==> config.mk <==
export PLATFORM = sky130hd
export DESIGN_NAME = fp_divider
export DESIGN_NICKNAME = d
export VERILOG_FILES = /design/src/rtl/fp_divider.sv
export SDC_FILE = /design/constraint.sdc
export NUM_CORES = 1
export LEC_CHECK = 0
export CAP_MARGIN = 20
export CORE_ASPECT_RATIO = 1.4
export CORE_MARGIN = 10
export CORE_UTILIZATION = 30
export DETAILED_ROUTE_END_ITERATION = 10
export GPL_TIMING_DRIVEN = 0
export SYNTH_ARGS = -nofsm -noshare
export SYNTH_HDL_FRONTEND = slang
export SYNTH_SLANG_ARGS = --single-unit
==> constraint.sdc <==
create_clock -name clk -period 9.71 [get_ports clk]
set_input_delay 0.971 -clock clk [delete_from_list [all_inputs] [get_ports clk]]
set_output_delay 0.971 -clock clk [all_outputs]
set_load 0.005 [all_outputs]
==> src/rtl/fp_divider.sv <==
// fp_divider: multi-cycle single-precision divider, restoring radix-2, one quotient bit per cycle.
// Shares the run/stall handshake with the FP multiplier; z is valid when run=1 and stall=0.
module fp_divider (
    input  logic        clk,
    input  logic        rst,
    input  logic        run,
    input  logic [31:0] x,
    input  logic [31:0] y,
    output logic        stall,
    output logic [31:0] z
);
    logic [4:0]        r_s;
    logic [24:0]       r_r;
    logic [25:0]       r_q;
    logic [23:0]       w_ym;
    logic              w_d;
    logic [24:0]       w_rd;
    logic [25:0]       w_m;
    logic              w_c;
    logic [22:0]       w_frac;
    logic signed [9:0] w_e;
    logic              w_sign;

    assign w_ym = {1'b1, y[22:0]};
    assign w_d  = r_r >= {1'b0, w_ym};
    assign w_rd = w_d ? r_r - {1'b0, w_ym} : r_r;

    always_ff @(posedge clk or posedge rst) begin
        if (rst) begin
            r_s <= 5'd0;
            r_r <= 25'd0;
            r_q <= 26'd0;
        end else if (!run) begin
            r_s <= 5'd0;
        end else if (r_s == 5'd0) begin
            r_r <= {2'b01, x[22:0]};
            r_q <= 26'd0;
            r_s <= 5'd1;
        end else if (r_s != 5'd27) begin
            r_r <= {w_rd[23:0], 1'b0};
            r_q <= {r_q[24:0], w_d};
            r_s <= r_s + 5'd1;
        end
    end

    assign stall = run & (r_s != 5'd27);

    // Q[25] is the integer bit; the +1 at the LSB rounds half-up.
    assign w_m    = r_q[25] ? {1'b0, r_q[25:1]} + 26'd1 : {1'b0, r_q[24:0]} + 26'd1;
    assign w_c    = w_m[25];
    assign w_frac = w_c ? 23'd0 : w_m[23:1];
    assign w_sign = x[31] ^ y[31];
    assign w_e    = {2'b00, x[30:23]} - {2'b00, y[30:23]} + 10'sd126
                  + {9'd0, r_q[25]} + {9'd0, w_c};

    always_comb begin
        z = {w_sign, w_e[7:0], w_frac};
        z = (w_e >= 10'sd255)      ? {w_sign, 8'hFF, 23'd0} : z;
        z = (w_e <= 10'sd0)        ? 32'd0                  : z;
        z = (y[30:23] == 8'd0)     ? {w_sign, 8'hFF, 23'd0} : z;
        z = (x[30:23] == 8'd0)     ? 32'd0                  : z;
    end
endmodule

# After elaboration in Yosys (flattened, before gate mapping)
# Cells that the tools add are included.
[classes]
add_sub_neg = 8
mul = 0
div_mod_pow = 0
magnitude_cmp = 3
n_eq_ne = 2
shift = 0
mux = 14
n_bitwise = 2
n_reduce_logical = 5
[ops]
columns = ["operator", "n"]
rows = [
  ["two-way mux 32 bit", 3],
  ["two-way mux 26 bit", 3],
  ["adder 25 x 1 -> 26 bit (second input constant)", 2],
  ["two-way mux 25 bit", 2],
  ["two-way mux 31 bit", 1],
  [">= comparator 25 x 24 -> 1 bit", 1],
  ["two-way mux 24 bit", 1],
  ["subtractor 24 bit", 1],
  ["two-way mux 23 bit", 1],
  ["adder 10 x 1 -> 10 bit", 2],
  ["logical NOT 8 bit", 2],
  ["two-way mux 5 bit", 3],
  ["adder 9 x 8 -> 10 bit (second input constant)", 1],
  [">= comparator 10 x 9 -> 1 bit (second input constant)", 1],
  ["<= comparator 10 x 1 -> 1 bit (second input constant)", 1],
  ["subtractor 8 x 8 -> 9 bit", 1],
  ["adder 5 x 1 -> 5 bit (second input constant)", 1],
  ["logical NOT 5 bit", 1],
  ["inequality test 5 bit (second input constant)", 1],
  ["inequality test 3 x 1 -> 1 bit (second input constant)", 1],
  ["AND reduction 2 bit", 1],
  ["nonzero test 2 bit", 1],
  ["bitwise AND 1 bit", 1],
  ["XOR 1 bit", 1],
]
[totals]
reg_bits = 56
latchBits = 0
ramBits = 0
romBits = 0
input_bits = 67
output_inout_bits = 33
word_cells = 37
memories = 0

# Logic depth before layout (Yosys ltp)
[depth]
word_depth = 9
ltp_mapped = 16
depth_no_buf = 14

# Worst setup path after synthesis
# Ideal clock, no wire load.
[synth_path]
path_type = "register to output"
startpoint = "reg r_q[25]"
endpoint = "out z[22]"
arrival_time_ps = 4154
required_ps = 8739
setup_slack_ps = 4585
path_stages_with_launch = 17
n_path_buf = 2
path_cell_list = "dfrtp_1 buf_6 mux2i_1 a2111oi_4 nand4_2 nor4_2 o2111ai_1 fa_1 ha_1 and2_1 a2111oi_0 nand4_1 a221oi_2 a2111oi_4 o211ai_4 buf_6 a31oi_2"
[synth_between]
elab_chain_cells = 8
word_cells_on_any_way = 11
cone_classes = "add/sub (3); order compare (2); mux (6)"
[synth_rtl]
columns = ["element", "line_no", "rtl"]
rows = [
  ["start: declaration", "14", "logic [25:0] r_q;"],
  ["start signal: assignment", "41", "r_q <= {r_q[24:0], w_d};"],
  ["adder 25 x 1 -> 26 bit", "49", "assign w_m = r_q[25] ? {1'b0, r_q[25:1]} + 26'd1 : {1'b0, r_q[24:0]} + 26'd1;"],
  ["two-way mux 26 bit", "49", ""],
  ["adder 10 x 1 -> 10 bit", "54", "+ {9'd0, r_q[25]} + {9'd0, w_c};"],
  [">= comparator 10 x 9 -> 1 bit", "58", "z = (w_e >= 10'sd255) ? {w_sign, 8'hFF, 23'd0} : z;"],
  ["two-way mux 31 bit", "58", ""],
  ["two-way mux 32 bit (*)", "59", "z = (w_e <= 10'sd0) ? 32'd0 : z;"],
  ["two-way mux 32 bit (*)", "60", "z = (y[30:23] == 8'd0) ? {w_sign, 8'hFF, 23'd0} : z;"],
  ["two-way mux 32 bit (*)", "61", "z = (x[30:23] == 8'd0) ? 32'd0 : z;"],
  ["end: declaration", "10", "output logic [31:0] z"],
]
# Mark *: on every way between the ends. The rest lies on a longest branch, timed or not.

# Worst setup path in the final report
[layout_path]
startpoint = "reg r_q[6]"
endpoint = "out z[20]"
[layout_between]
elab_chain_cells = 8
word_cells_on_any_way = 11
cone_classes = "add/sub (3); order compare (2); mux (6)"
[layout_rtl]
columns = ["element", "line_no"]
rows = [
  ["adder 25 x 1 -> 26 bit", "49"],
  ["two-way mux 26 bit (*)", "49"],
  ["adder 10 x 1 -> 10 bit", "54"],
  [">= comparator 10 x 9 -> 1 bit", "58"],
  ["two-way mux 31 bit", "58"],
  ["two-way mux 32 bit (*)", "59"],
  ["two-way mux 32 bit (*)", "60"],
  ["two-way mux 32 bit (*)", "61"],
]
# Marks and branches as above.

==> impl_results.md <==
* Result of the run: complete, no violations
* Maximum number of pins on one net before global-route repair at 36
* First-pass GRT wire length at 30.75 mm
* Post-synthesis register bit count at 56
* Reg clk slew, reported paths at 80 ps
* Final Hold Vio Count at 0
* Layout cells sized above 1 at 0.06143
* Total internal power at just over 0.7 mW
* Number of hold buffers added after cts at 0
* Vias at about 6000
* Root Buffer Master: clkbuf_16
* Area Growth Syn to Fin at 24.78%
* Post-Route Setup TNS at 0 ps
* Worst-margin pin slew at between 700 and 800 ps
* NumNets Final at 983
* Floorplan die height at 186.9 um
* Total number of clock tree sinks at 56
* Post-Route WL at around 19 mm
* Worst slew margin relative to its limit at 0.4688
* Remaining design rule violation count at 0
* Achievable Freq at 143.8 MHz
* Via count of the first global-routing pass at 6132
* Full die area at 0.02602 mm^2
* Setup repair after global routing missed its margin: no
* Max Cap Viol at 0
* Maximum root-to-sink buffer count at 2
* Post-Place Worst Slack at 3087 ps
* Primary FF master, synth: dfrtp_1
* Post-synthesis net count at 875
* Leak Pwr at 3.070 nW
* Startpoint-to-endpoint class of the critical path: flop to output pin
* Count of warnings emitted by yosys at 0
* # rows at 61
* Routability Congestion at 0.8859
* Hold Path Origin: r_r[11]$_DFFE_PP0P_
* # setup viols final at 0
* Via/cell ratio at 5.319
* Post-synthesis instance total at 770
* Worst-case vdd ir drop at 0.1456 mV
* Arr. time, crit path at about 6000 ps
* Post-DRT Antenna Nets at 0
* Net switching share of the total power at 0.4453
* Post-detailed-route wirelength per cell at 16.52 um
* Total of cells resized after clock tree synthesis at 0
* H-tree levels at 2
* Fin crit period at 6953 ps
* Post-CTS setup buffer count at 0
* Power share of the sequential group at 0.253
* Worst EP required at between 8000 and 9000 ps
* All-layer global routing usage at 0.1389
* Relative contribution of combinational cells to total power at 0.600
* TritonCTS clock tree: done
* Flop-to-flop setup slack at 6170 ps
* Core area at 0.01969 mm^2
* TritonCTS buffer count at 5
* Violation count after the first detailed-routing iteration at approximately 220
* Number of synthesized flops with an enable pin at 0
* Post-synth ARST share at 1.000
* Antenna Diode Count at 0
* P_sw at 0.5768 mW
* Area of the mapped netlist at 0.005968 mm^2
* Kind of end point of the critical path: output pin
* Count of distinct cell types in the synthesized netlist at 79
* Share of power burned in the clock network at 0.147
* HPWL Detailed at 14.96 mm
* Total congestion overflow at 0
* Antenna violations before repair at 0
* I/O pin cnt at 100
* PwrDens at 173.9 mW/mm^2
* DR pass1 iterations at 4
* Class of the most critical hold timing path: flop to flop
* Worst-case clock skew at 5.821 ps
* Max-slew violation count at 0
* Origin of the worst setup path: r_q[6]$_DFFE_PP0P_
* Share of the cycle needed by the critical path after routing at 0.7161
* Number of buffer cells added on primary ports at 99
* Mean Syn Cell Area at 7.751 um^2
* Proportion of synthesized chip area in sequential cells at 0.2348
* PnR worst setup slack at about 2800 ps
* Final-layout fill cell count at 2083
* Overall power consumption at 1.295 mW
* Starting density of the core at 0.3031
* Crit-path max FO at 10
* Later-pin clock latency in the skew report at approximately 300 ps
* Crit path launch type: flop
* DIE WIDTH at 139.2 um
* Beginning of the worst register-to-register path: r_r[13]$_DFFE_PP0P_
## through the flow
step / hold slack [ps] / util / instances / cell area (um^2)
finish: 525.8 / 0.3782 / 1131 / 7447
global route: 565.2 / 0.3782 / 1131 / 7447
CTS: 528.6 / 0.3779 / 1130 / 7442
detailed placement: 510.8 / 0.3704 / 1122 / 7295
global placement: 506.4 / 0.3694 / 1121 / 7274
floorplan: 474.4 / - / 770 / 5968
## power by group through the flow
stage                     registers (mW)  clock network (mW)  logic [mW]
after floorplan                    0.315                   0       0.570
after global placement             0.331                   0       0.770
after detailed placement           0.331                   0       0.775
after CTS                          0.327               0.197       0.778
after global routing               0.334               0.201       0.867
final                              0.328               0.190       0.777
## layout make-up
type | count | area [um^2] | area share
Sequential cell | 56 | 1401 | 0.1882
Clock inverter | 3 | 22.52 | 0.003024
Buffer | 44 | 212.7 | 0.02856
Timing Repair Buffer | 101 | 1016 | 0.1364
Tap cell | 252 | 315.3 | 0.04234
Inverter | 46 | 172.7 | 0.02319
Multi-Input combinational cell | 624 | 4182 | 0.5615
Clock buffer | 5 | 125.1 | 0.01680
## Yosys cell counts, drive strengths merged, types with 3 or more instances
master,count,area share
nand2b,8,0.0084
fa,3,0.010
or3,5,0.0052
mux2i,26,0.044
buf,17,0.018
o31ai,8,0.010
and3,9,0.0094
o22ai,12,0.013
nor2,69,0.043
clkbuf,27,0.018
o211ai,5,0.0086
a31oi,10,0.012
ha,35,0.073
a311oi,4,0.0059
a2111oi,5,0.015
inv,46,0.029
o21a,7,0.0088
nor4b,3,0.0044
a221o,3,0.0050
a21oi,57,0.048
nand4,10,0.012
nor4,4,0.0052
xnor2,28,0.041
a211o,3,0.0044
o21ai,33,0.028
a21o,12,0.015
mux2,3,0.0057
nor2b,14,0.015
nor3b,4,0.0050
nand2,92,0.058
a221oi,5,0.0084
nand3,51,0.043
a211oi,23,0.039
dfrtp,56,0.23
xor2,22,0.034
nor3,14,0.012
and2,10,0.011
## per-layer routing
metal	GRT usage	share of wire	up-vias
met5	0	0	-
met3	0.02109	0.044	23
met2	0.2559	0.51	160
met1	0.1573	0.42	2848
li1	-	-	2985
met4	0.04787	0.026	0
## final timing paths
kind | to | cells after the start
hold reg to reg | r_r[11]$_DFFE_PP0P_ | 2
max in group asynchronous | r_r[18]$_DFFE_PP0P_ | 3
min in group asynchronous | r_q[18]$_DFFE_PP0P_ | 2
setup reg to reg | r_r[19]$_DFFE_PP0P_ | 10
hold / removal | r_r[11]$_DFFE_PP0P_ | 2
setup / recovery | z[20] | 17
## logic make-up (layout without fill, tap and decap cells)
logic type | count (synthesis) | after routing | synth area share
compound gates | 203 | 203 | 0.2451
xor+xnor | 51 | 51 | 0.07841
fa+ha+maj | 38 | 38 | 0.08344
buf+inv | 90 | 199 | 0.06457
flops | 56 | 56 | 0.2348
mux | 29 | 29 | 0.04927
simple gates | 303 | 303 | 0.2444
## state kept, by name, indices dropped and copies added (netlist names)
signal	cells
r_q	26
r_r	25
r_s	5
## critical path, stage by stage (launching register included)
cell and delay, ps:
dfrtp_1 320, clkbuf_1 300, nand3_1 230, a2111oi_4 490, nand4_2 260, nor4_2 460, o2111ai_1 370, fa_1 510
ha_1 250, and2_1 230, a2111oi_0 390, nand4_1 190, a221oi_2 420, a2111oi_4 150, o211ai_4 320, buf_6 240
a211oi_2 60, clkdlybuf4s50_1 490
## layout by cell type (no fill, tap or decap), types with 4 or more instances in the layout
cell             Yosys  layout
clkbuf_1            24      24
a31oi_1              9       9
a211oi_1            12      12
nor2b_1             14      14
nand3_1             51      51
clkdlybuf4s50_1      0      99
xnor2_1             28      28
dfrtp_1             56      56
nor3b_1              4       4
nand4_1              9       9
o21ai_0             31      31
inv_1               45      44
o21a_1               7       7
buf_1                8       8
buf_6                4       4
ha_1                35      35
o31ai_1              8       8
or3_1                5       5
mux2i_1             26      26
xor2_1              21      21
a211oi_2            10      10
nand2b_1             8       8
nor2_1              69      69
a221oi_1             4       4
o22ai_1             12      12
clkbuf_16            0       5
and2_1               9       9
o211ai_1             4       4
and3_1               9       9
a21oi_1             56      56
nand2_1             91      91
nor3_1              14      14
a21o_1              12      12
a311oi_1             4       4
(Power assumes the default switching activity.)
